**config.mk**
```make
export PLATFORM = sky130hd
export DESIGN_NAME = hazard_stall_unit
export DESIGN_NICKNAME = d
export VERILOG_FILES = /design/src/rtl/semimips_pkg.sv /design/src/rtl/mdu_stall_timer.sv /design/src/rtl/hazard_stall_unit.sv
export SDC_FILE = /design/constraint.sdc
export NUM_CORES = 1
export LEC_CHECK = 0
export CAP_MARGIN = 30
export CORE_MARGIN = 2
export CORE_UTILIZATION = 44
export DETAILED_ROUTE_END_ITERATION = 10
export GPL_ROUTABILITY_DRIVEN = 1
export PLACE_DENSITY = 0.83
export SYNTH_ARGS = -nofsm -noshare
export SYNTH_HDL_FRONTEND = slang
export SYNTH_SLANG_ARGS = --single-unit
```
**constraint.sdc**
```tcl
create_clock -name clk -period 4.2 [get_ports clk]
set_clock_uncertainty 0.15 [all_clocks]
set_input_delay 0.84 -clock clk [delete_from_list [all_inputs] [get_ports clk]]
set_output_delay 0.84 -clock clk [all_outputs]
set_load 0.05 [all_outputs]
```
**src/rtl/semimips_pkg.sv**
```systemverilog
// Shared definitions for the semimips pipeline control blocks: register
// index width, MDU latency default, the hazard/stall FSM state encoding
// and the load-use hazard detection helper.
package semimips_pkg;

    localparam int REG_IDX_W           = 5;
    localparam int MDU_CNT_W           = 5;
    localparam int MDU_LATENCY_DEFAULT = 4;

    typedef enum logic [1:0] {
        ST_RUN      = 2'd0,
        ST_LDSTALL  = 2'd1,
        ST_MDUSTALL = 2'd2,
        ST_FLUSH    = 2'd3
    } hsu_state_e;

    // A load in ID/EX feeds a source of the instruction in IF/ID; r0 never does.
    function automatic logic load_use_hazard(
        input logic                 memrd,
        input logic [REG_IDX_W-1:0] ld_rt,
        input logic [REG_IDX_W-1:0] src_rs,
        input logic [REG_IDX_W-1:0] src_rt,
        input logic                 use_rt
    );
        logic hit_s;
        hit_s = (ld_rt == src_rs) || (use_rt && (ld_rt == src_rt));
        return memrd && (ld_rt != {REG_IDX_W{1'b0}}) && hit_s;
    endfunction

endpackage : semimips_pkg

```
**src/rtl/mdu_stall_timer.sv**
```systemverilog
// Countdown for the multiply/divide freeze. Loaded on the mdustart cycle,
// decremented once per MDUSTALL cycle, never wraps below zero.
// zero_next flags that the current decrement brings the count to zero,
// i.e. this is the final frozen cycle.
module mdu_stall_timer
    import semimips_pkg::*;
#(
    parameter int CNT_W = MDU_CNT_W
) (
    input  logic             clk,
    input  logic             rst_n,
    input  logic             load,
    input  logic             dec,
    input  logic [CNT_W-1:0] load_val,
    output logic             zero_next
);

    logic [CNT_W-1:0] count_r;

    // Load has precedence; decrement saturates at zero.
    always_ff @(posedge clk or negedge rst_n) begin
        if (!rst_n) begin
            count_r <= {CNT_W{1'b0}};
        end else if (load) begin
            count_r <= load_val;
        end else if (dec && (count_r != {CNT_W{1'b0}})) begin
            count_r <= count_r - {{(CNT_W-1){1'b0}}, 1'b1};
        end else begin
            count_r <= count_r;
        end
    end

    // Final cycle when the count is one (about to reach zero) or already zero.
    always_comb begin
        zero_next = (count_r <= {{(CNT_W-1){1'b0}}, 1'b1});
    end

endmodule : mdu_stall_timer

```
**src/rtl/hazard_stall_unit.sv**
```systemverilog
// Pipeline hazard/stall control: load-use stalls, multi-cycle MDU freeze
// and taken-branch flush. Outputs are Mealy-decoded from state and inputs;
// 'stalled' is registered and reports a non-RUN state.
// Optional build macro HAZARD_PERF_CNT_EN adds a saturating 32-bit count of
// cycles with the PC frozen (output stallcnt).
module hazard_stall_unit
    import semimips_pkg::*;
#(
    parameter int MDU_LATENCY = MDU_LATENCY_DEFAULT
) (
    input  logic                 clk,
    input  logic                 rst_n,
    input  logic                 idexmemrd,
    input  logic [REG_IDX_W-1:0] idexrt,
    input  logic [REG_IDX_W-1:0] ifidrs,
    input  logic [REG_IDX_W-1:0] ifidrt,
    input  logic                 ifidusert,
    input  logic                 branchtaken,
    input  logic                 mdustart,
    output logic                 pcwr,
    output logic                 ifidwr,
    output logic                 ifidflush,
    output logic                 idexbubble,
    output logic                 stalled
`ifdef HAZARD_PERF_CNT_EN
    ,
    output logic [31:0]          stallcnt
`endif
);

    // MDUSTALL lasts MDU_LATENCY-2 cycles after the mdustart cycle.
    localparam logic [MDU_CNT_W-1:0] MDU_LOAD = MDU_CNT_W'(MDU_LATENCY - 2);
    localparam logic MDU_HAS_TAIL = (MDU_LATENCY > 2) ? 1'b1 : 1'b0;

    hsu_state_e state_r;
    hsu_state_e state_next_s;
    logic       stalled_r;
    logic       hazard_s;
    logic       pcwr_s;
    logic       ifidwr_s;
    logic       flush_s;
    logic       bubble_s;
    logic       tmr_load_s;
    logic       tmr_dec_s;
    logic       tmr_zero_next_s;

    mdu_stall_timer #(
        .CNT_W     (MDU_CNT_W)
    ) u_mdu_stall_timer (
        .clk       (clk),
        .rst_n     (rst_n),
        .load      (tmr_load_s),
        .dec       (tmr_dec_s),
        .load_val  (MDU_LOAD),
        .zero_next (tmr_zero_next_s)
    );

    // Load-use detection on the current ID/EX and IF/ID fields.
    always_comb begin
        hazard_s = load_use_hazard(idexmemrd, idexrt, ifidrs, ifidrt, ifidusert);
    end

    // Next-state and Mealy output decode; priority branch > mdu > load-use.
    always_comb begin
        state_next_s = state_r;
        pcwr_s       = 1'b1;
        ifidwr_s     = 1'b1;
        flush_s      = 1'b0;
        bubble_s     = 1'b0;
        tmr_load_s   = 1'b0;
        tmr_dec_s    = 1'b0;
        case (state_r)
            ST_MDUSTALL: begin
                pcwr_s    = 1'b0;
                ifidwr_s  = 1'b0;
                bubble_s  = 1'b1;
                tmr_dec_s = 1'b1;
                if (tmr_zero_next_s) begin
                    state_next_s = ST_RUN;
                end else begin
                    state_next_s = ST_MDUSTALL;
                end
            end
            ST_FLUSH: begin
                state_next_s = ST_RUN;
            end
            ST_RUN, ST_LDSTALL: begin
                if (branchtaken) begin
                    flush_s      = 1'b1;
                    bubble_s     = 1'b1;
                    state_next_s = ST_FLUSH;
                end else if (mdustart) begin
                    pcwr_s     = 1'b0;
                    ifidwr_s   = 1'b0;
                    bubble_s   = 1'b1;
                    tmr_load_s = 1'b1;
                    if (MDU_HAS_TAIL) begin
                        state_next_s = ST_MDUSTALL;
                    end else begin
                        state_next_s = ST_RUN;
                    end
                end else if (hazard_s) begin
                    pcwr_s       = 1'b0;
                    ifidwr_s     = 1'b0;
                    bubble_s     = 1'b1;
                    state_next_s = ST_LDSTALL;
                end else begin
                    state_next_s = ST_RUN;
                end
            end
            default: begin
                state_next_s = ST_RUN;
            end
        endcase
    end

    // Reset forces the run-mode outputs regardless of state and inputs.
    always_comb begin
        if (!rst_n) begin
            pcwr       = 1'b1;
            ifidwr     = 1'b1;
            ifidflush  = 1'b0;
            idexbubble = 1'b0;
        end else begin
            pcwr       = pcwr_s;
            ifidwr     = ifidwr_s;
            ifidflush  = flush_s;
            idexbubble = bubble_s;
        end
    end

    // FSM state and the registered stalled flag.
    always_ff @(posedge clk or negedge rst_n) begin
        if (!rst_n) begin
            state_r   <= ST_RUN;
            stalled_r <= 1'b0;
        end else begin
            state_r   <= state_next_s;
            stalled_r <= (state_next_s != ST_RUN);
        end
    end

    assign stalled = stalled_r;

`ifdef HAZARD_PERF_CNT_EN
    logic [31:0] stallcnt_r;

    // Saturating count of cycles with the PC write disabled.
    always_ff @(posedge clk or negedge rst_n) begin
        if (!rst_n) begin
            stallcnt_r <= 32'd0;
        end else if (!pcwr_s && (stallcnt_r != 32'hFFFF_FFFF)) begin
            stallcnt_r <= stallcnt_r + 32'd1;
        end else begin
            stallcnt_r <= stallcnt_r;
        end
    end

    assign stallcnt = stallcnt_r;
`endif

endmodule : hazard_stall_unit

```
==> results of run 1 <==
how the worst max path moves through the flow:
stage                       to  slack [ns]  depth (start not counted)
floorplan           idexbubble        0.67                          4
global placement     ifidflush        0.71                          4
detailed placement        pcwr        0.69                          6
CTS                       pcwr        0.69                          6
global route              pcwr        0.63                          6
finish                    pcwr        0.70                          6
critical path: stages:
cell             delay (ns)
clkdlybuf4s50_1        0.47
or4_1                  0.55
o21a_1                 0.21
nand3_1                0.09
o21a_1                 0.14
buf_4                  0.21
through the flow:
step / setup WS (ns) / utilization / cells / instance area, sq um
floorplan: 0.6676 / - / 68 / 611.8
global placement: 0.7067 / 0.6712 / 108 / 873.3
detailed placement: 0.6926 / 0.6712 / 108 / 873.3
CTS: 0.6857 / 0.6885 / 111 / 895.9
global route: 0.6298 / 0.6885 / 111 / 895.9
finish: 0.7030 / 0.6885 / 111 / 895.9
logic make-up (layout without fill, tap and decap cells):
kind of cell,after synthesis,count (layout),synth area share
multiplexers,1,1,0.01636
AND/OR/NAND/NOR,27,27,0.2536
XOR/XNOR,13,13,0.1861
flip-flops,8,8,0.3272
adder cells (fa/ha/maj),3,3,0.06136
AO/OA/AOI/OAI,12,12,0.1247
buffers and inverters,4,32,0.03068
layout by cell type (no fill, tap or decap):
master	count
xor2_1	11
nand4b_1	1
ha_1	3
nand3_1	2
a32oi_1	1
nor4_1	1
inv_1	3
and2_1	2
and2b_2	1
clkbuf_4	3
o21bai_1	1
or2_1	1
o22ai_1	1
a21oi_1	3
or4_1	1
buf_4	4
o21ai_0	3
and2_4	1
nor2b_1	2
mux2i_1	1
nor3_1	2
dfrtp_1	8
o21a_1	2
nor2_1	8
clkdlybuf4s50_1	22
or4b_4	1
nand2_1	2
or3_1	1
xnor2_1	2
o2bb2ai_1	1
nand2b_1	1
where the power goes:
group | internal (mW) | switching, mW | leakage (nW)
clock network | 0.0326 | 0.0249 | 0.0138
registers | 0.113 | 0.0343 | 0.0959
logic | 0.122 | 0.151 | 0.275
registers in the layout, indices dropped and copies added (netlist names):
signal	cells
stalled	1
u_mdu_stall_timer.count_r	5
state_r	2
routing by layer:
metal	vias up	wire length (microns)
met4	0	18
met3	5	87
met2	18	789
li1	290	-
met5	-	0
met1	274	546
area by class of cell:
| type | count | share of cell area |
|---|---|---|
| Multi-Input combinational cell | 56 | 0.4385 |
| Timing Repair Buffer | 26 | 0.2793 |
| Sequential cell | 8 | 0.2235 |
| Clock buffer | 3 | 0.02514 |
| Tap cell | 15 | 0.02095 |
| Inverter | 3 | 0.01257 |
==> summary.md, run 1 <==
| Metric | Value |
|---|---|
| Status | `finished, final reports clean` |
| Min cycle time layout | `3.497 ns` |
| Grt met2 use | `0.3867` |
| Die Ht | `41.29 microns` |
| Drt first pass iters | `5` |
| DRT Wirelength | `1441 microns` |
| R2R depth | `6` |
| Filler cells | `116` |
| Post-synth EDFFs | `0` |
| Largest net degree at the start of global routing | `12` |
| Post-synthesis average cell area | `8.998 sq um` |
| R2r startpoint | `u_mdu_stall_timer.count_r[0]` |
| Sequential share of the synthesized area | `0.3272` |
| Post-synth ARST share | `1.000` |
| Initial drt markers | `10` |
| Routed vias | `587` |
| Final number of setup-violating endpoints | `0` |
| Post-CTS sizing | `0` |
| Initial Utilization | `0.4702` |
| Hold_sp | `u_mdu_stall_timer.count_r[4]` |
| Synth top area cells | `dfrtp_1 33%, xor2_1 16%, ha_1 6.1%` |
| CP startpoint kind | `input pin` |
| Final antenna-violating net count | `0` |
| Worst-Margin Slew | `0.5050 ns` |
| Core area | `0.001301 sq mm` |
| Ports | `26` |
| Die area | `0.001705 sq mm` |
| Max-cap violations | `0` |
| Worst relative slew slack | `0.6623` |
| Routed length per placed instance | `12.98 microns` |
| F_max | `286.0 MHz` |
| Crit share post-route | `0.8326` |
| #FFs+latches synth | `8` |
| Antenna cell count | `0` |
| Layout cells sized above 1 | `0.1042` |
| Post-Syn Area | `611.8 sq um` |
| Hold Path Sink | `u_mdu_stall_timer.count_r[4]` |
| Unrepaired setup endpoints after global routing | `no` |
| Tot Pwr | `0.4785 mW` |
| Root buffer cell | `clkbuf_4` |
| Nets | `122` |
| Top Usage Layer GRT | `met2` |
| Crit Path Category | `input pin to primary output` |
| Predominant post-synthesis flop cell | `dfrtp_1` |
| Final slew viol count | `0` |
| Top-area cell type share of the netlist area | `0.3272` |
| DIE WIDTH | `41.29 microns` |
| CP Capture Type | `primary output` |
| Worst reg2reg path endpoint | `u_mdu_stall_timer.count_r[4]` |
| Setup crit start | `idexrt[0]` |
| YS warnings | `0` |
| Hold Buf Count CTS | `0` |
| Setup TNS | `0 ns` |
| I/O Buffers | `25` |
| CTS buffer count | `3` |
| CTS sink count | `8` |
| Worst-path clk slew | `0.05 ns` |
| Gpl congestion | `0.7747` |
| Count leader, synth | `xor2_1` |
| Met3 GRT Util | `0.04787` |
| Standard-cell rows | `13` |
| PD cells | `534.2 mW/mm^2` |
| GR Overflow Total | `0` |
| VDD IR max | `0.0003148 V` |
| Initial antenna violation count | `0` |
| CP Max Fanout | `3` |
| First-pass GRT wire length | `1952 microns` |
| Synthesized Nets | `92` |
| Number of buffers added for setup after CTS | `0` |
| WHS | `0.3809 ns` |
| Most frequent cells after synthesis | `11 x xor2_1, 8 x dfrtp_1, 8 x nor2_1` |
| # DRC | `0` |
| Cells after Synth | `68` |
| Via density | `5.288` |
| Area growth syn-to-layout | `46.42%` |
| Hold Path Class | `flip-flop to flip-flop` |
| Cell taking the most area after synthesis | `dfrtp_1` |
| GR Util met1 | `0.1505` |
| Clock latency on the worst-skew pair | `0.25 ns` |
| CTS tree | `built` |
| Global Route Usage Sum | `0.1829` |
| Reg-to-reg slack, setup | `2.38 ns` |
| Register area | `200.2 sq um` |
| Vias in the first global route | `509` |
| DP Wirelength | `1181 microns` |
| Hold Path Depth | `1` |
| CTS max path bufs | `2` |
| Crit path DAT | `2.51 ns` |
| Endpoints failing hold | `0` |
| Worst endpoint required time | `3.21 ns` |
| Library cells used by synthesis | `29` |
| Multi-input gate area in the final layout | `392.9 sq um` |
| H-tree levels | `1` |
| Leakage power | `0.3844 nW` |
(Power assumes the default switching activity.)
==> inputs of run 2 (changes only) <==
--- a/config.mk
+++ b/config.mk
@@ -7,10 +7,10 @@
 export LEC_CHECK = 0
 export CAP_MARGIN = 30
 export CORE_MARGIN = 2
-export CORE_UTILIZATION = 44
+export CORE_UTILIZATION = 37
 export DETAILED_ROUTE_END_ITERATION = 10
 export GPL_ROUTABILITY_DRIVEN = 1
-export PLACE_DENSITY = 0.83
+export PLACE_DENSITY = 0.74
 export SYNTH_ARGS = -nofsm -noshare
 export SYNTH_HDL_FRONTEND = slang
 export SYNTH_SLANG_ARGS = --single-unit
==> constraint.sdc (replaced) <==
create_clock -name clk -period 3 [get_ports clk]
set_clock_uncertainty 0.15 [all_clocks]
set_input_delay 0.6 -clock clk [delete_from_list [all_inputs] [get_ports clk]]
set_output_delay 0.6 -clock clk [all_outputs]
set_load 0.05 [all_outputs]
==> run 2 against run 1 <==
  * Power grew 54%
  * Non-clock buffer count is 5 higher
  * Sequential share of layout area decreased by 2.5 points
  * Via count up 2.7%
  * Routed wire length increased by 24%
  * Flip-flop and latch count unchanged
==> summary.md, run 2 (synthesis gave the netlist of run 1 again) <==
| Metric | Value |
|---|---|
| WHS | `0.3957 ns` |
| CTS buffer count | `3` |
| Filler cells | `126` |
| Hold Path Depth | `1` |
| PD cells | `730.5 mW/mm^2` |
| DRT Wirelength | `1783 microns` |
| Final antenna-violating net count | `0` |
| R2r startpoint | `u_mdu_stall_timer.count_r[0]` |
| Worst relative slew slack | `0.6657` |
| Final number of setup-violating endpoints | `0` |
| GR Overflow Total | `0` |
| Worst-Margin Slew | `0.4999 ns` |
| Min cycle time layout | `2.923 ns` |
| # DRC | `0` |
| Die area | `0.001995 sq mm` |
| CP startpoint kind | `input pin` |
| Crit path DAT | `2.17 ns` |
| Ports | `26` |
| Vias in the first global route | `633` |
| GR Util met1 | `0.2085` |
| Commonest non-fill, non-tap cell in the layout | `clkdlybuf4s50_1` |
| Placed Instances | `113` |
| Leakage power | `0.4696 nW` |
| Via density | `5.154` |
| Crit Path Category | `input pin to primary output` |
| Worst reg2reg path endpoint | `u_mdu_stall_timer.count_r[4]` |
| Most flop-heavy register | `u_mdu_stall_timer.count_r` |
| Largest register FFs | `5` |
| Root buffer cell | `clkbuf_4` |
| CTS sink count | `8` |
| Layout cells sized above 1 | `0.1980` |
| Grt met2 use | `0.3188` |
| Hold_sp | `u_mdu_stall_timer.count_r[4]` |
| Max-cap violations | `0` |
| Hold Path Class | `flip-flop to flip-flop` |
| Largest net degree at the start of global routing | `12` |
| Status | `finished, final reports clean` |
| CTS max path bufs | `2` |
| Met3 GRT Util | `0.08980` |
| Clock latency on the worst-skew pair | `0.26 ns` |
| Endpoints failing hold | `0` |
| Final slew viol count | `0` |
| Global Route Usage Sum | `0.2020` |
| Hold Path Sink | `u_mdu_stall_timer.count_r[4]` |
| DIE WIDTH | `44.67 microns` |
| Initial antenna violation count | `0` |
| Routed length per placed instance | `15.24 microns` |
| Initial Utilization | `0.4015` |
| Routed vias | `603` |
| Worst-path clk slew | `0.05 ns` |
| DP Wirelength | `1375 microns` |
| VDD IR max | `0.0004677 V` |
| Nets | `127` |
| CP Capture Type | `primary output` |
| Area growth syn-to-layout | `65.24%` |
| Top Usage Layer GRT | `met2` |
| Worst endpoint required time | `2.25 ns` |
| Die Ht | `44.67 microns` |
| Core area | `0.001524 sq mm` |
| First-pass GRT wire length | `2663 microns` |
| Tot Pwr | `0.7386 mW` |
| Post-Layout Cell Count | `117` |
| Layout Utilization | `0.6634` |
| Hold Buf Count CTS | `0` |
| I/O Buffers | `25` |
| Most frequent cells in the layout | `17 x clkdlybuf4s50_1, 11 x xor2_1, 8 x nor2_1, 8 x dfrtp_1, 6 x buf_4` |
| CP Max Fanout | `3` |
| Reg-to-reg slack, setup | `1.18 ns` |
| H-tree levels | `1` |
| Antenna cell count | `0` |
| Gpl congestion | `0.8179` |
| Crit share post-route | `0.9742` |
| Drt first pass iters | `4` |
| Standard-cell rows | `14` |
| F_max | `342.2 MHz` |
| R2R depth | `6` |
| Setup TNS | `0 ns` |
| Initial drt markers | `8` |
| CTS tree | `built` |
==> run 2: cell count changes in the layout (fill, tap and decap cells not counted), sizes merged <==
cell / change
buf: +6
clkdlybuf4s50: -5
dlymetal6s2s: +4
==> run 2: area by class of cell <==
class                           instances  area (sq um)  area share
Clock buffer                            3         22.52     0.02228
Inverter                                3         11.26     0.01114
Tap cell                               16         20.02     0.01980
Sequential cell                         8         200.2      0.1980
Timing Repair Buffer                   31         345.3      0.3416
Multi-Input combinational cell         56         411.6      0.4072
==> run 2: worst max path at each step <==
stage,startpoint,to,slack (ns),depth (start not counted)
2_1_floorplan,idexrt[0],pcwr,0.16,5
3_3_place_gp,idexrt[1],idexbubble,0.01,7
3_5_place_dp,idexrt[0],ifidwr,0.003,6
4_1_cts,idexrt[1],idexbubble,0.02,7
5_1_grt,idexrt[4],ifidwr,-0.008,6
6_report,idexrt[4],ifidwr,0.08,6
==> run 2: what timing repair did <==
item                                    in CTS  in global routing
pin swaps                                    0                  5
endpoints found under the setup margin       2                  3
gates resized for setup                      1                  7
setup buffers                                0                  1
==> run 2: routing by layer <==
layer / vias to the layer above / share of wire
li1: 303 / -
met1: 271 / 0.39
met2: 24 / 0.49
met3: 5 / 0.097
met4: 0 / 0.021
met5: - / 0
==> run 2: power by group <==
part	internal, mW	total (mW)	switching, mW
registers	0.159	0.205	0.0461
logic	0.218	0.451	0.233
clock network	0.0458	0.0829	0.0371
==> run 2: critical path, cell delays in order <==
cell and delay (ns):
clkdlybuf4s50_1 0.48, xor2_1 0.20, nor4_2 0.27, a32oi_2 0.20, o21a_2 0.27, buf_12 0.15
==> run 2: stage by stage <==
step,area (sq um),setup slack (ns)
floorplan,611.8,0.1608
global placement,952.2,0.01117
detailed placement,952.2,0.003025
CTS,975.9,0.01946
global route,1011,-0.008497
finish,1011,0.07749
==> inputs of run 3 (changes only) <==
--- a/config.mk
+++ b/config.mk
@@ -5,9 +5,10 @@
 export SDC_FILE = /design/constraint.sdc
 export NUM_CORES = 1
 export LEC_CHECK = 0
+export ABC_AREA = 1
 export CAP_MARGIN = 30
 export CORE_MARGIN = 2
-export CORE_UTILIZATION = 37
+export CORE_UTILIZATION = 39
 export DETAILED_ROUTE_END_ITERATION = 10
 export GPL_ROUTABILITY_DRIVEN = 1
 export PLACE_DENSITY = 0.74
==> run 3 against run 2 <==
  * Combinational power increased by 9.5%
  * Flip-flop and latch count did not move
  * Critical path depth is 4 higher
  * Global-route usage down 2.0 points
  * Synthesized cell count up 69%
  * Die area rose by 11%
  * Setup slack gained 0.088 ns
  * Power rose by 5.1%
  * Utilization fell by 5.1 points
  * Clock-buffer cell count unchanged
==> summary.md, run 3 <==
| Metric | Value |
|---|---|
| Predominant post-synthesis flop cell | `dfrtp_1` |
| Largest net degree at the start of global routing | `7` |
| Leakage power | `0.5848 nW` |
| Die area | `0.002218 sq mm` |
| Library cells used by synthesis | `23` |
| DP Wirelength | `1344 microns` |
| Most flop-heavy register | `u_mdu_stall_timer.count_r` |
| Filler cells | `165` |
| Pre-CTS setup slack | `0.1707 ns` |
| Worst-Margin Slew | `0.4901 ns` |
| Top-area cell type share of the netlist area | `0.2763` |
| CP startpoint kind | `input pin` |
| DRT Wirelength | `1627 microns` |
| VDD IR max | `0.0005123 V` |
| YS warnings | `0` |
| Post-Syn Area | `724.4 sq um` |
| PD cells | `726.2 mW/mm^2` |
| Die Ht | `47.10 microns` |
| Setup TNS | `0 ns` |
| Core area | `0.001745 sq mm` |
| CP Max Fanout | `4` |
| Initial Utilization | `0.4151` |
| Root buffer cell | `clkbuf_4` |
| Final number of setup-violating endpoints | `0` |
| CP Capture Type | `primary output` |
| Initial antenna violation count | `0` |
| Standard-cell rows | `15` |
| Hold Buf Count CTS | `0` |
| Area growth syn-to-layout | `47.49%` |
| Most frequent cells in the layout | `35 x nand2_1, 21 x clkdlybuf4s50_1, 20 x inv_1` |
| Post-synthesis average cell area | `6.300 sq um` |
| First-pass GRT wire length | `2787 microns` |
| Count leader, synth | `nand2_1` |
| Endpoints failing hold | `0` |
| Gpl congestion | `0.8209` |
| Worst relative slew slack | `0.6723` |
| CTS max path bufs | `2` |
| CTS sink count | `8` |
| GR Overflow Total | `0` |
| Cell taking the most area after synthesis | `dfrtp_1` |
| Cells after Synth | `115` |
| Post-synth EDFFs | `0` |
| I/O Buffers | `25` |
| Commonest non-fill, non-tap cell in the layout | `nand2_1` |
| Sequential share of the synthesized area | `0.2763` |
| Synth top area cells | `dfrtp_1 28%, nand2_1 18%, inv_1 10%` |
| Final slew viol count | `0` |
| Most frequent cells after synthesis | `35 x nand2_1, 20 x inv_1, 13 x nor2_1, 8 x dfrtp_1, 7 x nand3_1` |
| Routed vias | `756` |
| Vias in the first global route | `661` |
| CTS tree | `built` |
| Final WS setup | `0.1652 ns` |
| Global Route Usage Sum | `0.1820` |
| Ports | `26` |
| Antenna cell count | `0` |
| Final antenna-violating net count | `0` |
| Crit Path Category | `input pin to primary output` |
| H-tree levels | `1` |
| F_max | `352.8 MHz` |
| Crit path DAT | `2.08 ns` |
| Synthesized Nets | `139` |
| Initial drt markers | `13` |
| Drt first pass iters | `4` |
| Number of buffers added for setup after CTS | `0` |
| Nets | `169` |
| Post-CTS sizing | `0` |
| Via density | `4.500` |
| CTS buffer count | `3` |
| Status | `finished, final reports clean` |
| Min cycle time layout | `2.835 ns` |
| Worst-path clk slew | `0.05 ns` |
| Largest register FFs | `5` |
| #FFs+latches synth | `8` |
| Layout cells sized above 1 | `0.1538` |
| Max-cap violations | `0` |
| # DRC | `0` |
| Unrepaired setup endpoints after global routing | `no` |
| Worst endpoint required time | `2.25 ns` |
| Post-synth ARST share | `1.000` |
| Routed length per placed instance | `9.685 microns` |
| Clock latency on the worst-skew pair | `0.26 ns` |
| DIE WIDTH | `47.10 microns` |
| Crit share post-route | `0.9449` |
| Layout Utilization | `0.6122` |
| Hold Path Class | `flip-flop to flip-flop` |
run 3: cell type report:
cell class,instances,area [sq um],share of cell area
flip-flops and latches,8,200.2,0.1874
multi-input cells,80,419.2,0.3923
repair buffers,26,297.8,0.2787
inverters,26,97.59,0.09134
clock buffers,3,22.52,0.02108
well taps,25,31.28,0.02927
run 3: report_power, final:
group | total (mW) | switching (mW) | internal [mW]
combinational | 0.494 | 0.291 | 0.203
clock | 0.0848 | 0.0389 | 0.0459
sequential | 0.197 | 0.0380 | 0.159
total | 0.776 | 0.368 | 0.408
run 3: per-stage QoR:
stage	area, sq um	hold slack, ns	power, mW	std cells
5_1_grt	1069	0.3769	0.8431	168
2_1_floorplan	724.4	0.1544	0.5347	115
6_report	1069	0.3395	0.7759	168
3_5_place_dp	1046	0.3306	0.6926	165
4_1_cts	1069	0.3419	0.7851	168
3_3_place_gp	1046	0.3248	0.6835	165
run 3: worst paths after layout:
path / startpoint / to / slack (ns) / cells after the start
setup / recovery: idexrt[0] / idexbubble / 0.17 / 10
hold / removal: u_mdu_stall_timer.count_r[3] / u_mdu_stall_timer.count_r[3] / 0.34 / 1
setup reg to reg: u_mdu_stall_timer.count_r[0] / u_mdu_stall_timer.count_r[4] / 1.45 / 9
hold reg to reg: u_mdu_stall_timer.count_r[3] / u_mdu_stall_timer.count_r[3] / 0.34 / 1
max in group asynchronous: rst_n / state_r[1] / 1.95 / 2
min in group asynchronous: rst_n / u_mdu_stall_timer.count_r[0] / 0.39 / 1
run 3: critical path, cell delays in order:
cell and delay, ns:
clkdlybuf4s50_1 0.53, inv_2 0.05, nand2_1 0.05, nand2_1 0.04
nor2_1 0.13, nand3_1 0.09, nand2_1 0.10, nand3_1 0.07
a21oi_1 0.24, buf_12 0.18
run 3: kinds of logic (layout without fill, tap and decap cells):
family / count (synthesis) / after routing / synth area share
compound gates: 13 / 13 / 0.1105
xor+xnor: 1 / 1 / 0.01209
fa+ha+maj: 3 / 3 / 0.05182
buf+inv: 27 / 55 / 0.1451
flops: 8 / 8 / 0.2763
simple gates: 63 / 63 / 0.4042
run 3: layer usage:
metal | part of all wire | GRT usage
met5 | 0 | 0
met3 | 0.058 | 0.06154
met4 | 0.0080 | 0.06667
met2 | 0.44 | 0.2986
met1 | 0.49 | 0.2217
